[src/rtl/spi_config_master.sv]
// SPI configuration master for the beam-steering slave.
// Shifts mode/address/data frames, single commands or register bursts.
module spi_config_master #(
  parameter int ClockDivider  = 2,
  parameter int CsIdleCycles  = 4,
  parameter int AddressLength = 7,
  parameter int DataLength    = 16,
  parameter int BurstCount    = 5
) (
  input  logic                             MasterClock,
  input  logic                             ResetButton,
  input  logic                             CommandValid,
  output logic                             CommandReady,
  input  logic                             CommandWrite,
  input  logic [AddressLength-1:0]         CommandAddress,
  input  logic [DataLength-1:0]            CommandData,
  input  logic                             BurstValid,
  output logic                             BurstReady,
  input  logic [BurstCount*DataLength-1:0] BurstData,
  output logic                             ResponseValid,
  output logic [DataLength-1:0]            ResponseData,
  output logic                             Busy,
  output logic                             SpiClock,
  output logic                             SpiChipSelect,
  output logic                             SpiDataOut,
  input  logic                             SpiDataIn
);

  localparam int FL = 1 + AddressLength + DataLength;
  localparam int BL = BurstCount * DataLength;
  localparam int BW = $clog2(FL);
  localparam int DW = $clog2(2 * ClockDivider);
  localparam int FW = (BurstCount > 1) ? $clog2(BurstCount) : 1;
  localparam int GW = (CsIdleCycles > 1) ? $clog2(CsIdleCycles) : 1;

  localparam logic [BW-1:0] BitLast   = BW'(FL - 1);
  localparam logic [BW-1:0] DataFirst = BW'(AddressLength + 1);
  localparam logic [DW-1:0] DivHigh   = DW'(ClockDivider);
  localparam logic [DW-1:0] DivLast   = DW'(2 * ClockDivider - 1);
  localparam logic [DW-1:0] TailLast  = DW'(ClockDivider - 1);
  localparam logic [FW-1:0] FrameLast = FW'(BurstCount - 1);
  localparam logic [GW-1:0] GapLast   = GW'(CsIdleCycles - 1);

  typedef enum logic [1:0] {
    IDLE,
    SHIFT,
    TAIL,
    GAP
  } state_t;

  state_t state_q, state_d;

  logic [FL-1:0]         shift_q, shift_d;
  logic [BL-1:0]         burst_q, burst_d;
  logic [DW-1:0]         div_q, div_d;
  logic [BW-1:0]         bit_q, bit_d;
  logic [FW-1:0]         frame_q, frame_d;
  logic [GW-1:0]         gap_q, gap_d;
  logic                  multi_q, multi_d;
  logic                  read_q, read_d;
  logic [DataLength-1:0] rx_q, rx_d;
  logic                  rvalid_q, rvalid_d;
  logic [DataLength-1:0] rdata_q, rdata_d;

  logic acc_burst;
  logic acc_cmd;
  logic bit_end;
  logic frame_end;
  logic more;
  logic tail_end;
  logic gap_end;
  logic sample;

  assign acc_burst = (state_q == IDLE) && BurstValid
                   && !ResetButton;
  assign acc_cmd   = (state_q == IDLE) && !BurstValid
                   && CommandValid && !ResetButton;
  assign bit_end   = (state_q == SHIFT) && (div_q == DivLast);
  assign frame_end = bit_end && (bit_q == BitLast);
  assign more      = multi_q && (frame_q != FrameLast);
  assign tail_end  = (state_q == TAIL) && (div_q == TailLast);
  assign gap_end   = (state_q == GAP) && (gap_q == GapLast);
  assign sample    = (state_q == SHIFT) && (div_q == DivHigh)
                   && (bit_q >= DataFirst);

  // State register; reset returns straight to IDLE.
  always_ff @(posedge MasterClock) begin
    if (ResetButton) state_q <= IDLE;
    else             state_q <= state_d;
  end

  // Next-state sequencing through the frame/tail/gap phases.
  always_comb begin
    state_d = state_q;
    unique case (state_q)
      IDLE:  if (acc_burst || acc_cmd)  state_d = SHIFT;
      SHIFT: if (frame_end && !more)    state_d = TAIL;
      TAIL:  if (tail_end)              state_d = GAP;
      GAP:   if (gap_end)               state_d = IDLE;
      default:                          state_d = IDLE;
    endcase
  end

  // SPI pins, handshakes and status decoded from the state.
  always_comb begin
    CommandReady  = (state_q == IDLE) && !BurstValid
                  && !ResetButton;
    BurstReady    = (state_q == IDLE) && !ResetButton;
    Busy          = (state_q != IDLE);
    SpiChipSelect = !((state_q == SHIFT) || (state_q == TAIL));
    SpiClock      = (state_q == SHIFT) && (div_q >= DivHigh);
    SpiDataOut    = (state_q == SHIFT) && shift_q[FL-1];
    ResponseValid = rvalid_q;
    ResponseData  = rdata_q;
  end

  // Datapath: frame loading, bit timing, MISO capture, response.
  always_comb begin
    shift_d  = shift_q;
    burst_d  = burst_q;
    div_d    = div_q;
    bit_d    = bit_q;
    frame_d  = frame_q;
    gap_d    = gap_q;
    multi_d  = multi_q;
    read_d   = read_q;
    rx_d     = rx_q;
    rvalid_d = 1'b0;
    rdata_d  = rdata_q;
    unique case (state_q)
      IDLE: begin
        div_d   = '0;
        bit_d   = '0;
        frame_d = '0;
        if (acc_burst) begin
          shift_d = {1'b1, {AddressLength{1'b0}},
                     BurstData[DataLength-1:0]};
          burst_d = BurstData >> DataLength;
          multi_d = 1'b1;
          read_d  = 1'b0;
        end else if (acc_cmd) begin
          shift_d = {CommandWrite, CommandAddress,
                     CommandData};
          multi_d = 1'b0;
          read_d  = !CommandWrite;
        end
      end
      SHIFT: begin
        div_d = bit_end ? '0 : div_q + 1'b1;
        if (sample) rx_d = {rx_q[DataLength-2:0], SpiDataIn};
        if (frame_end) begin
          bit_d = '0;
          if (more) begin
            frame_d = frame_q + 1'b1;
            shift_d = {1'b1,
                       AddressLength'(frame_q + 1'b1),
                       burst_q[DataLength-1:0]};
            burst_d = burst_q >> DataLength;
          end
        end else if (bit_end) begin
          bit_d   = bit_q + 1'b1;
          shift_d = shift_q << 1;
        end
      end
      TAIL: begin
        div_d = div_q + 1'b1;
        if (tail_end) begin
          div_d = '0;
          gap_d = '0;
          if (read_q) begin
            rvalid_d = 1'b1;
            rdata_d  = rx_q;
          end
        end
      end
      GAP: begin
        gap_d = gap_q + 1'b1;
      end
      default: begin
        div_d = '0;
      end
    endcase
  end

  // Datapath registers.
  always_ff @(posedge MasterClock) begin
    if (ResetButton) begin
      shift_q  <= '0;
      burst_q  <= '0;
      div_q    <= '0;
      bit_q    <= '0;
      frame_q  <= '0;
      gap_q    <= '0;
      multi_q  <= 1'b0;
      read_q   <= 1'b0;
      rx_q     <= '0;
      rvalid_q <= 1'b0;
      rdata_q  <= '0;
    end else begin
      shift_q  <= shift_d;
      burst_q  <= burst_d;
      div_q    <= div_d;
      bit_q    <= bit_d;
      frame_q  <= frame_d;
      gap_q    <= gap_d;
      multi_q  <= multi_d;
      read_q   <= read_d;
      rx_q     <= rx_d;
      rvalid_q <= rvalid_d;
      rdata_q  <= rdata_d;
    end
  end

endmodule

[config.mk]
export PLATFORM = sky130hd
export DESIGN_NAME = spi_config_master
export DESIGN_NICKNAME = d
export VERILOG_FILES = /design/src/rtl/spi_config_master.sv
export SDC_FILE = /design/constraint.sdc
export NUM_CORES = 1
export LEC_CHECK = 0
export BUFFER_PORTS_ARGS = -buffer_cell sky130_fd_sc_hd__buf_2
export CAP_MARGIN = 0
export CORE_MARGIN = 4
export CORE_UTILIZATION = 43
export CTS_CLUSTER_DIAMETER = 80
export DETAILED_ROUTE_END_ITERATION = 10
export PLACE_DENSITY_LB_ADDON = 0.3
export SLEW_MARGIN = 25
export SYNTH_ARGS = -nofsm -noshare
export SYNTH_HDL_FRONTEND = slang
export SYNTH_SLANG_ARGS = --single-unit
[constraint.sdc]
create_clock -name MasterClock -period 2 [get_ports MasterClock]
set_input_delay 0.4 -clock MasterClock [delete_from_list [all_inputs] [get_ports MasterClock]]
set_output_delay 0.4 -clock MasterClock [all_outputs]
set_load 0.01 [all_outputs]
==> results.json <==
{
  "status": "complete, no violations",
  "dpl.cell_count": 1025,
  "worstPathRequired_ps": 2350,
  "power_frac_seq_pct": 32.6,
  "ys_seq_area_share_pct": 42.7,
  "finalClockSkew_ps": 12.4,
  "drv_slew": 0,
  "holdPathStages": 2,
  "grt_pass1_wl_microns": 27600,
  "synth_top_family_by_area": "compound AO/OA/AOI/OAI gates",
  "core_area_sq_um": 14600,
  "pin_count": 132,
  "die_x_microns": 130,
  "first_iter_violations": 601,
  "p_int_uw": 7360,
  "period_share_pct": 98.9,
  "post-route-min-period_ps": 1980,
  "totalWireLength_microns": 17400,
  "start_kind": "flip-flop",
  "dr.pass1.iters": 5,
  "vias_per_cell": 5.54,
  "synth_simple_gate_area_share_pct": 12.8,
  "synth_compound_area_share_pct": 28.5,
  "syn_nets": 857,
  "fin_cells": 1071,
  "power_leakage_uw": 0.00324,
  "nets": 997,
  "async_flop_share_pct": 0,
  "slew_headroom_pct": 56.8,
  "switching_share_pct": 37.1,
  "fp-row-count": 44,
  "dieArea_sq_um": 17000,
  "max_freq_mhz": 506,
  "min_from": "BurstData[64]",
  "r2r_end": "shift_q[4]",
  "htree_levels": 4,
  "synth-xor-area-share_pct": 0.136,
  "cts_buffer_depth": 2,
  "setup.worst_path.end": "shift_q[4]",
  "initial_core_util_pct": 44.1,
  "synthAdderAreaFrac_pct": 2.73,
  "grt.overflow.total": 0,
  "cts_buffers": 17,
  "die_h_microns": 130,
  "portBuffers": 131,
  "antenna_found_initial": 1,
  "clkLatencyLatePin_ps": 430,
  "grt_start_max_net_pins": 58,
  "area_delta_synth_final_pct": 29.3,
  "yosysTopAreaCell": "dfxtp_1",
  "worstSetupPathType": "reg2reg",
  "final_core_util_pct": 57.0,
  "p_per_area_nw_per_um2": 1410,
  "drc_errors": 0,
  "ant_nets": 0,
  "rsz0062_at_grt": "yes",
  "wire_per_inst_microns": 16.3,
  "tns_ps": 0,
  "synth_cells": 734,
  "finalSetupViolCount": 0,
  "startpoint": "state_q[1]",
  "worstPathArrival_ps": 2320,
  "cts_tree": "done",
  "p_comb_share_pct": 41.4,
  "yosys-top-cells-area": "dfxtp_1 (43%), a21oi_1 (7.9%), mux2i_1 (7.6%)",
  "synthFlopType": "dfxtp_1",
  "clkTransAtPathRegs_ps": 60,
  "ir_worst_vdd_uv": 900,
  "maxCapViolCount": 0,
  "r2r_start": "state_q[1]",
  "ys_warn_count": 0,
  "grt_pass1_vias": 5481,
  "synth-seq-cells": 137,
  "dp_hpwl_microns": 11600,
  "rrSetupSlack_ps": 20,
  "cp_cell_sequence": "inv_2 -> ha_4 -> buf_4 -> and4_2 -> and3_4 -> or3_1 -> buf_12 -> o22ai_1",
  "critPathMaxFanout": 15,
  "drive_above_1_share_pct": 28.5,
  "finalHoldViolCount": 0,
  "synth_edf_count": 0,
  "min_path_type": "in2reg",
  "cts_sinks": 137,
  "clockPowerShare_pct": 25.9,
  "gp_routability_congestion": 0.841,
  "cp_slowest_cell": "or3_1",
  "cp-end-kind": "flip-flop",
  "r2r_cells": 8,
  "tightestPinTransition_ps": 648,
  "fillers": 1298,
  "vias": 5928,
  "power.net_switching_uw": 4340,
  "fin_total_pwr_uw": 11700,
  "netlist_area_sq_um": 6430,
  "syn_area_per_cell_sq_um": 8.76,
  "synth_cell_type_count": 52,
  "cts.root.buffer_cell": "clkbuf_16",
  "cpPeakStageDelay_ps": 390,
  "grt.total_usage_pct": 20.3,
  "synthMuxAreaShare_pct": 7.81,
  "antenna_cells": 0,
  "synth_top_cell_area_share_pct": 42.7
}
==> worst min-delay path by stage <==
| stage | to |
|---|---|
| 2_1_floorplan | ResponseData[15] |
| 3_3_place_gp | ResponseData[3] |
| 3_5_place_dp | ResponseData[13] |
| 4_1_cts | burst_q[48] |
| 5_1_grt | burst_q[52] |
| 6_report | burst_q[48] |
==> metal layers <==
metal  GRT usage [%]  wire (microns)
met1            28.6            8370
met2            29.8            7670
met3            6.79            1230
met4            5.13             172
met5               0               7
==> power by group through the flow <==
stage               Sequential, uW  Clock, uW  Combinational [uW]
finish                        3820       3030                4850
global route                  3900       3230                5260
CTS                           3810       3090                4600
detailed placement            3850          0                4340
global placement              3840          0                4320
floorplan                     3720          0                3120
==> cell families (layout without fill, tap and decap cells) <==
kind of cell    Yosys count  after routing
compound gates          273            273
xor+xnor                  1              1
fa+ha+maj                14             14
buf+inv                  78            231
flops                   137            137
mux                      50             50
simple gates            181            181
==> cell usage after synthesis, drive strengths merged, types with 2 or more instances <==
cell / n
o31ai: 2
or4: 2
nor2: 17
or3: 3
clkbuf: 34
mux2i: 49
a21oi: 102
buf: 32
nand3b: 4
nand3: 7
o21ai: 28
dfxtp: 137
o22ai: 15
a32oi: 2
and3: 2
and2: 3
a21o: 2
a32o: 15
o211ai: 2
nor3: 7
a22oi: 2
a211oi: 54
a311oi: 4
nand2b: 19
a22o: 16
inv: 12
nor2b: 3
ha: 14
nand2: 109
a31oi: 20
a21boi: 2
==> state kept, by name, indices dropped and copies added (netlist names) <==
register / count
rx_q: 16
multi_q: 1
read_q: 1
gap_q: 2
bit_q: 5
ResponseValid: 1
shift_q: 24
burst_q: 64
ResponseData: 16
div_q: 2
frame_q: 3
state_q: 2
==> final cells by class <==
cell class | instances | area, sq um | area share [%]
well taps | 184 | 230 | 2.77
multi-input cells | 519 | 3420 | 41.1
inverters | 12 | 48.8 | 0.587
clock buffers | 17 | 425 | 5.12
repair buffers | 187 | 1300 | 15.6
flip-flops and latches | 137 | 2750 | 33.0
clock inverters | 15 | 145 | 1.75
==> cell usage in the layout (no fill, tap or decap), types with 5 or more instances in the layout <==
cell | Yosys | routed
dfxtp_1 | 137 | 135
o22ai_2 | 10 | 10
clkbuf_16 | 0 | 18
buf_2 | 23 | 130
nor3_1 | 7 | 5
o21ai_0 | 27 | 26
buf_12 | 0 | 11
a32o_1 | 15 | 15
inv_1 | 12 | 8
mux2i_1 | 49 | 49
a21oi_1 | 102 | 102
buf_6 | 3 | 5
nand2b_1 | 19 | 18
a31oi_1 | 20 | 19
a211oi_1 | 54 | 52
o22ai_1 | 5 | 5
nand3_1 | 7 | 7
nor2_1 | 17 | 15
inv_8 | 0 | 7
nand2_1 | 109 | 109
buf_4 | 1 | 38
ha_1 | 14 | 11
a22o_1 | 16 | 16
==> repair_timing <==
action,in CTS,in global routing
buffers inserted,8,3
cloned,1,2
pin swaps,2,4
gates resized for setup,9,29
hold buffers,0,0
endpoints found under the setup margin,54,96
==> through the flow <==
step	hold slack [ps]	worst slack (ps)	cell area (sq um)
global route	170	-45.4	8310
CTS	173	-11.3	8150
detailed placement	445	-83.0	7460
floorplan	432	14.3	6430
finish	188	22.5	8310
global placement	440	-16.3	7460
==> worst max-delay path, delay by kind of cell (launching register included) <==
| kind | cells | cell delay, ps |
|---|---|---|
| AND/OR/NAND/NOR | 3 | 830 |
| flip-flops | 1 | 360 |
| AO/OA/AOI/OAI | 1 | 170 |
| adder cells (fa/ha/maj) | 1 | 170 |
| buffers and inverters | 3 | 360 |
No activity file was read; power rests on OpenSTA's default activity.
